[src/rtl/lsu_subword.sv]
// Sub-word load/store unit in front of a word-wide dmem with combinational read.
// Extracts and extends loads, does read-modify-write for byte/halfword stores.
module lsu_subword #(
    parameter int unsigned MEM_WORDS = 64
) (
    input  logic        clk,
    input  logic        rst_n,
    input  logic        req_valid,
    output logic        req_ready,
    input  logic        req_write,
    input  logic [2:0]  req_funct3,
    input  logic [31:0] req_address,
    input  logic [31:0] req_write_data,
    output logic        resp_valid,
    output logic [31:0] resp_read_data,
    output logic        resp_error,
    output logic        data_mem_write_enable,
    output logic [31:0] data_mem_address,
    output logic [31:0] data_mem_write_data,
    input  logic [31:0] data_mem_read_data
);

    typedef enum logic [1:0] {
        S_IDLE,
        S_ACCESS,
        S_WRITE,
        S_RESP
    } state_t;

    typedef struct packed {
        logic        write;
        logic [2:0]  funct3;
        logic [31:0] address;
        logic [31:0] data;
    } req_t;

    localparam logic [31:0] ADDR_LIMIT = 32'(MEM_WORDS * 4);

    function automatic logic req_illegal(input req_t r);
        logic bad_f3;
        logic misalign;
        logic out_of_range;
        if (r.write)
            bad_f3 = !(r.funct3 inside {3'b000, 3'b001, 3'b010});
        else
            bad_f3 = !(r.funct3 inside {3'b000, 3'b001, 3'b010, 3'b100, 3'b101});
        misalign = ((r.funct3[1:0] == 2'b01) && r.address[0]) ||
                   ((r.funct3[1:0] == 2'b10) && (r.address[1:0] != 2'b00));
        out_of_range = (r.address >= ADDR_LIMIT);
        return bad_f3 || misalign || out_of_range;
    endfunction

    function automatic logic [31:0] load_extract(input logic [31:0] word,
                                                 input logic [2:0]  f3,
                                                 input logic [1:0]  lane);
        logic [7:0]  b;
        logic [15:0] h;
        logic [31:0] res;
        case (lane)
            2'd0:    b = word[7:0];
            2'd1:    b = word[15:8];
            2'd2:    b = word[23:16];
            default: b = word[31:24];
        endcase
        h = lane[1] ? word[31:16] : word[15:0];
        case (f3)
            3'b000:  res = {{24{b[7]}}, b};
            3'b001:  res = {{16{h[15]}}, h};
            3'b100:  res = {24'h0, b};
            3'b101:  res = {16'h0, h};
            default: res = word;
        endcase
        return res;
    endfunction

    // Replace only the addressed byte/halfword; the rest comes from the captured word.
    function automatic logic [31:0] store_merge(input logic [31:0] word,
                                                input logic [1:0]  size,
                                                input logic [1:0]  lane,
                                                input logic [15:0] d);
        logic [31:0] res;
        res = word;
        if (size == 2'b00) begin
            case (lane)
                2'd0:    res[7:0]   = d[7:0];
                2'd1:    res[15:8]  = d[7:0];
                2'd2:    res[23:16] = d[7:0];
                default: res[31:24] = d[7:0];
            endcase
        end else if (lane[1]) begin
            res[31:16] = d;
        end else begin
            res[15:0] = d;
        end
        return res;
    endfunction

    state_t      state_q, state_d;
    req_t        req_q, req_d;
    logic [31:0] merge_q, merge_d;
    logic [31:0] resp_read_data_q, resp_read_data_d;
    logic        resp_error_q, resp_error_d;
    req_t        req_in;

    assign req_in = '{write:   req_write,
                      funct3:  req_funct3,
                      address: req_address,
                      data:    req_write_data};

    always_ff @(posedge clk or negedge rst_n) begin
        if (!rst_n) begin
            state_q          <= S_IDLE;
            req_q            <= '0;
            merge_q          <= '0;
            resp_read_data_q <= '0;
            resp_error_q     <= 1'b0;
        end else begin
            state_q          <= state_d;
            req_q            <= req_d;
            merge_q          <= merge_d;
            resp_read_data_q <= resp_read_data_d;
            resp_error_q     <= resp_error_d;
        end
    end

    always_comb begin
        state_d               = state_q;
        req_d                 = req_q;
        merge_d               = merge_q;
        resp_read_data_d      = resp_read_data_q;
        resp_error_d          = resp_error_q;
        req_ready             = 1'b0;
        data_mem_write_enable = 1'b0;
        data_mem_address      = '0;
        data_mem_write_data   = '0;
        case (state_q)
            S_IDLE: begin
                req_ready = 1'b1;
                if (req_valid) begin
                    req_d = req_in;
                    if (req_illegal(req_in)) begin
                        resp_error_d     = 1'b1;
                        resp_read_data_d = '0;
                        state_d          = S_RESP;
                    end else begin
                        state_d = S_ACCESS;
                    end
                end
            end
            S_ACCESS: begin
                data_mem_address = {req_q.address[31:2], 2'b00};
                if (!req_q.write) begin
                    resp_read_data_d = load_extract(data_mem_read_data, req_q.funct3,
                                                    req_q.address[1:0]);
                    resp_error_d     = 1'b0;
                    state_d          = S_RESP;
                end else if (req_q.funct3[1:0] == 2'b10) begin
                    data_mem_write_enable = 1'b1;
                    data_mem_write_data   = req_q.data;
                    resp_read_data_d      = '0;
                    resp_error_d          = 1'b0;
                    state_d               = S_RESP;
                end else begin
                    merge_d = data_mem_read_data;
                    state_d = S_WRITE;
                end
            end
            S_WRITE: begin
                data_mem_address      = {req_q.address[31:2], 2'b00};
                data_mem_write_enable = 1'b1;
                data_mem_write_data   = store_merge(merge_q, req_q.funct3[1:0],
                                                    req_q.address[1:0], req_q.data[15:0]);
                resp_read_data_d      = '0;
                resp_error_d          = 1'b0;
                state_d               = S_RESP;
            end
            S_RESP: begin
                state_d = S_IDLE;
            end
            default: state_d = S_IDLE;
        endcase
    end

    assign resp_valid     = (state_q == S_RESP);
    assign resp_read_data = resp_read_data_q;
    assign resp_error     = resp_error_q;

endmodule

[config.mk]
export PLATFORM = sky130hd
export DESIGN_NAME = lsu_subword
export DESIGN_NICKNAME = d
export VERILOG_FILES = /design/src/rtl/lsu_subword.sv
export SDC_FILE = /design/constraint.sdc
export NUM_CORES = 1
export LEC_CHECK = 0
export ABC_AREA = 0
export BUFFER_PORTS_ARGS = -buffer_cell sky130_fd_sc_hd__buf_2
export CORE_AREA = 8 8 125 127
export CTS_BUF_LIST = sky130_fd_sc_hd__clkbuf_4 sky130_fd_sc_hd__clkbuf_8
export DETAILED_ROUTE_END_ITERATION = 10
export DIE_AREA = 0 0 133 135
export HOLD_SLACK_MARGIN = 0.15
export PLACE_DENSITY = 0.89
export SLEW_MARGIN = 20
export SYNTH_ARGS = -nofsm -noshare
export SYNTH_HDL_FRONTEND = slang
export SYNTH_SLANG_ARGS = --single-unit
[constraint.sdc]
create_clock -name clk -period 2.6 [get_ports clk]
set_input_delay 0.52 -clock clk [delete_from_list [all_inputs] [get_ports clk]]
set_output_delay 0.52 -clock clk [all_outputs]
set_load 0.005 [all_outputs]
Yosys cells after proc, flatten, opt, wreduce, memory -nomap -nowiden
Index checks and enable logic that the tools add are counted.
{"block": "word_totals", "register_bits": 135, "latch_bits": 0, "ramBits": 0, "romBits": 0, "input_bits": 103, "word_cells": 85, "memories": 0}
{"block": "classes", "addsub": 0, "multipliers": 0, "n_div": 0, "order_cmp": 1, "eq_ne": 18, "shifts": 0, "mux": 36, "bitwise_logic": 1, "n_reduce_logical": 21}
{"operator": "32-bit 2-to-1 mux", "n": 8}
{"operator": "32-bit one-hot mux with 4 select lines", "n": 1}
{"operator": "32-bit one-hot mux with 3 select lines", "n": 1}
{"operator": "32-bit one-hot mux with 2 select lines", "n": 1}
{"operator": "16-bit 2-to-1 mux", "n": 3}
{"operator": "32-bit by 9-bit >= comparator with 1-bit output (second input constant)", "n": 1}
{"operator": "8-bit 2-to-1 mux", "n": 4}
{"operator": "8-bit one-hot mux with 3 select lines", "n": 1}
{"operator": "3-bit equality test (second input constant)", "n": 4}
{"operator": "1-bit 2-to-1 mux", "n": 12}
{"operator": "2-bit equality test (second input constant)", "n": 5}
{"operator": "2-bit one-hot mux with 4 select lines", "n": 1}
{"operator": "2-bit by 1-bit equality test with 1-bit output (second input constant)", "n": 3}
{"operator": "3-bit by 1-bit equality test with 1-bit output (second input constant)", "n": 2}
{"operator": "2-bit logical NOT", "n": 3}
{"operator": "3-bit logical NOT", "n": 2}
{"operator": "3-bit nonzero test", "n": 2}
{"operator": "5-bit nonzero test", "n": 1}
{"operator": "2-bit 2-to-1 mux", "n": 2}
{"operator": "2-bit inequality test (second input constant)", "n": 2}
{"operator": "4-bit AND reduction", "n": 1}
{"operator": "3-bit by 2-bit equality test with 1-bit output (second input constant)", "n": 1}
{"operator": "1-bit logical OR", "n": 3}
{"operator": "3-bit inequality test (second input constant)", "n": 1}
{"operator": "other kinds (10)", "n": 12}

Longest topological paths before layout
{"block": "depth", "ltp_word": 11, "ltp_mapped": 8, "mapped_depth_nobuf": 7}

Worst setup path before layout
No wires, ideal clock.
{"block": "synth_timing", "kind": "reg-to-output", "start": "reg req_q[64] (netlist bit)", "end": "out data_mem_write_data[16]", "arrival_time_ns": 1.899, "setup_slack_ns": 0.181, "path_stages_with_launch": 8, "n_path_buf": 2, "path_cell_list": "dfrtp_1 -> clkbuf_1 -> or3b_2 -> clkbuf_1 -> nand2_1 -> mux2_2 -> a22oi_1 -> nor2b_1"}
{"block": "synth_between", "elab_chain_len": 4, "elab_cells_between_ends": 6, "classes_between": "1 x eq/ne; 4 x mux; 1 x reduce/logical"}
{"item": "start, declared", "line_no": "99", "source": "req_t req_q, req_d;"}
{"item": "start signal, assigned", "line_no": "119", "source": "req_q <= req_d;"}
{"item": "2-bit equality test", "line_no": "157", "source": "end else if (req_q.funct3[1:0] == 2'b10) begin"}
{"item": "32-bit 2-to-1 mux", "line_no": "157"}
{"item": "32-bit 2-to-1 mux", "line_no": "152", "source": "if (!req_q.write) begin"}
{"item": "32-bit one-hot mux with 2 select lines (*)", "line_no": "136", "source": "case (state_q)"}
{"item": "end, declared", "line_no": "19", "source": "output logic [31:0] data_mem_write_data,"}
Every way passes the cells marked *; elsewhere a longest branch is shown, timed or not.

Worst setup path in the final report
{"block": "layout_timing", "start": "reg req_q[65] (netlist bit)", "end": "out data_mem_write_data[2]"}
Same word-level chain as after synthesis.

==> results <==
- The layout cell share with drive strength beyond 1 is roughly half.
- The count of standard-cell rows is 43.
- The checks that failed: negative setup slack.
- At the worst endpoint, the required time is around 2100 ps.
- Once the floorplan was initialized, standard cells occupied between 50% and 60% of the core.
- The worst path arrival time is 2260 ps.
- The final estimated routing congestion in global placement is 0.9161.
- The max-slew headroom at the worst pin is 54.37%.
- During synthesis, Yosys emitted a total of 0 warnings.
- For this run, the leading register cell type out of synthesis is sky130_fd_sc_hd__dfrtp_1.
- The part of the Yosys area used for sequential elements is 46.88%.
- The tree built by TritonCTS fans out to 135 sinks.
- CTS built an H-tree with a depth of 4.
- The HPWL after detailed placement is between 15,000 and 20,000 µm.
- The tool flagged a number of max-cap violations equal to 0.
- The via count of the routed design is between 6,000 and 7,000.
- The tree is rooted in a sky130_fd_sc_hd__clkbuf_8.
- The transition time at the pin with the least slew margin is ~670 ps.
- The die is approximately 140 µm tall.
- The first detailed-routing pass took 7 iterations.
- The placed cell count is around 1,000.
- The signal on the critical path passes through or3b_4 > buf_6 > a31o_4 > a22oi_1 > nor2b_1 > buf_2.
- The post-placement worst setup slack is -96.43 ps.
- The share of the clock period used by the worst path after layout is 107.1%.
- The horizontal extent of the die is 133 µm.
- The maximum clock frequency is between 300 and 400 MHz.
- Global routing finished with a remaining overflow of 0.
- In this run the mean area of a mapped cell was about 11 µm².
- Input and output buffers added on the ports amount to 200.
- The worst setup path is launched from a flip-flop.
- The endpoint identified for the worst register-to-register timing path is resp_read_data[14].
- Summing every instance area after synthesis gives 7206 µm².
- The first-pass GRT wire length is around 36,000 µm.
- The number of antenna repair diodes is 0.
- The maximum buffer depth of the clock tree is 2.
- Setup repair after global routing could not meet its margin everywhere.
- In this design, the stage delay of the slowest critical-path cell is 450 ps.
- The count of cell types in the netlist is a little over 50.
- The register clock-pin slew on the reported worst setup and hold paths is roughly 80 ps.
- The CTS tree is yes.
- The cell with the biggest individual delay on the critical path is sky130_fd_sc_hd__dfrtp_2.
- The area growth from synthesis to layout is 29.31%.
- The startpoint of the lowest-slack register-to-register path is req_q[33].
- For the final routed database, the setup TNS stands at -1899 ps.
- The capturing element type of the critical path is an output port.
- Subtracting the final worst setup slack from the clock period gives approximately 2800 ps.
- The final worst setup slack is -183.7 ps.
- The maximum fanout along the worst path is 8.
- The final core utilization is between 60% and 70%.
- In this run, the number of DRC markers left after iteration 0 of detailed routing was between 800 and 900.
- The number of nets still failing antenna checks after routing is 0.
- Dividing the detail-routed wire length by the instance count gives ~22 µm.
- The number of hold violations in the final report is 0.
- The later-pin clock latency in the skew report is ~450 ps.
- The critical path startpoint is req_q[65].
- Global routing used between 20 and 30% of the available tracks.
- The worst reg-to-reg setup slack is between 200 and 250 ps.
- The area of the die is ~18,000 µm².
- Yosys mapped a number of flops with a built-in enable equal to 0.
- The floorplan step defined a core boundary enclosing 13,610 µm².
- The number of standard cells after synthesis is 651.
- The via count of the first global-routing pass came to between 6,000 and 7,000.
- Measured in cells, the most critical reg-to-reg path has a length of 4.
- The tightest min-delay check is of the in2reg type.
- The analysis attributes to cell leakage a power of roughly 4.4 nW.
- The timing endpoint of the critical path is data_mem_write_data[2].
- The non-filler instance count after layout is between 1,000 and 1,500.
- The routed design has ~24,000 µm of wire.
- The net count reported at finish is 973.
- The power per cell area is 1353 nW/µm².
- The number of clock buffers added by TritonCTS is 17.
- The number of endpoints failing setup at the final stage is 29.
- Entering global routing, the biggest net connects 73 pins.
- The detailed-route vias per instance is roughly 6.0.
- The category of the most critical setup path is reg2out.
- The count of boundary I/O pins is 203.
- The number of DRC violations after detailed routing is 0.
- The flow ran to the end, but the final reports show violations.
- IR analysis of the VDD net gives a maximum drop of roughly 0.00085 V.
- The final count of pins violating max slew was 0.
- Counting flops and latches in the post-synthesis netlist gives around 140.
- The clock tree skew after final layout is ~9.5 ps.
- The initial antenna violation count is 0.
- In the synthesized netlist the async set-or-reset flop fraction comes to 100.0%.
- The overall power consumption is 0.01260 W.
layer usage:
metal | vias up | wire length (µm) | global-route usage [%]
met2 | 410 | 11380 | 41.37
met1 | 3055 | 8663 | 28.71
met3 | 88 | 2506 | 9.212
met4 | 0 | 1014 | 14.38
li1 | 2757 | - | -
met5 | - | 0 | 0
through the flow:
| step | cell area, µm² | hold slack (ps) |
|---|---|---|
| 2_1_floorplan | 7209 | 224.4 |
| 3_3_place_gp | 8517 | 482.1 |
| 3_5_place_dp | 8517 | 488.7 |
| 4_1_cts | 9204 | 257.0 |
| 5_1_grt | 9318 | 271.2 |
| 6_report | 9318 | 283.6 |
layout by cell type (no fill, tap or decap), types with 5 or more instances in the layout:
cell type,Yosys,layout
sky130_fd_sc_hd__a21oi_1,24,24
sky130_fd_sc_hd__a221oi_1,9,9
sky130_fd_sc_hd__a22oi_1,20,9
sky130_fd_sc_hd__a22oi_2,0,11
sky130_fd_sc_hd__a31oi_1,7,7
sky130_fd_sc_hd__a32oi_1,8,7
sky130_fd_sc_hd__and2_1,31,30
sky130_fd_sc_hd__buf_12,0,6
sky130_fd_sc_hd__buf_2,4,199
sky130_fd_sc_hd__buf_4,2,28
sky130_fd_sc_hd__buf_6,3,8
sky130_fd_sc_hd__clkbuf_8,0,19
sky130_fd_sc_hd__clkinv_2,0,7
sky130_fd_sc_hd__dfrtp_1,135,132
sky130_fd_sc_hd__inv_1,22,21
sky130_fd_sc_hd__mux2_2,112,104
sky130_fd_sc_hd__mux2_4,20,28
sky130_fd_sc_hd__mux2i_1,5,5
sky130_fd_sc_hd__nand2_1,23,21
sky130_fd_sc_hd__nand2b_1,13,11
sky130_fd_sc_hd__nor2_1,41,36
sky130_fd_sc_hd__nor2b_1,33,31
sky130_fd_sc_hd__nor3_1,10,10
sky130_fd_sc_hd__nor4_1,10,10
sky130_fd_sc_hd__o21a_1,5,5
sky130_fd_sc_hd__o21ai_0,23,20
sequential cells by signal, indices dropped and copies added (netlist names):
name / count
state_q: 2
resp_error: 1
req_q: 68
merge_q: 32
resp_read_data: 32
report_power, final:
part	total [W]	internal [W]	leakage, nW	switching, W
Combinational	0.00703	0.00361	2.53	0.00342
Sequential	0.00396	0.00315	1.66	0.000815
Clock	0.00161	0.000808	0.188	0.000805
synth_stat cells (all sizes together), types with 7 or more instances:
master    n  share of area, %
nand2b   13               1.1
o221ai    8              0.97
buf      20               1.5
nand2    23               1.2
clkbuf   29               1.5
dfrtp   135                47
a22oi    20               2.1
a21oi    25               1.9
nor3     10              0.69
inv      22               1.1
a221oi    9               1.1
o21ai    25               1.8
mux2    132                22
and2     31               2.7
a32oi     8              0.97
nor4     11               1.2
a31oi     7              0.61
nor2     41               2.1
nor2b    33               2.9
critical path: cells and delay by family (launching register included):
| kind | cells | cell delay (ps) |
|---|---|---|
| flops | 1 | 450 |
| simple gates | 2 | 550 |
| compound gates | 2 | 510 |
| buf+inv | 2 | 300 |
worst min-delay path by stage:
stage                                   from         end  slack, ps  cells after the start
final                     req_write_data[22]   req_q[22]        280                      2
after global routing      req_write_data[19]   req_q[19]        270                      2
after CTS                  req_write_data[6]    req_q[6]        260                      3
after detailed placement           req_q[47]   req_q[47]        490                      1
after global placement             req_q[41]   req_q[41]        480                      1
after floorplan                        rst_n  merge_q[0]        220                      0
final cells by class:
class | instances | area [µm²]
fill | 972 | 4294
multi-input combinational | 445 | 3776
sequential | 135 | 3382
timing repair buffer | 244 | 1491
clock buffer | 21 | 276.5
tap | 180 | 225.2
inverter | 23 | 86.33
clock inverter | 10 | 80.08
cells by family (layout without fill, tap and decap cells):
logic type               Yosys count  count (layout)  synth area share [%]
other                              1               2               0.05204
AO/OA/AOI/OAI                    126             126                 12.22
flip-flops                       135             135                 46.88
AND/OR/NAND/NOR                  175             175                 13.23
adder cells (fa/ha/maj)            4               4                0.6946
buffers and inverters             72             298                 4.237
multiplexers                     138             138                 22.68
repair_timing:
action                                 CTS  global route
gates resized for setup                 55            21
hold buffers                             1             0
cloned                                   2             0
setup endpoints to repair               32            33
buffers inserted                         5             4
pin swaps                               10             7
endpoints found under the hold margin   56             0
No activity file was read; power rests on OpenSTA's default activity.
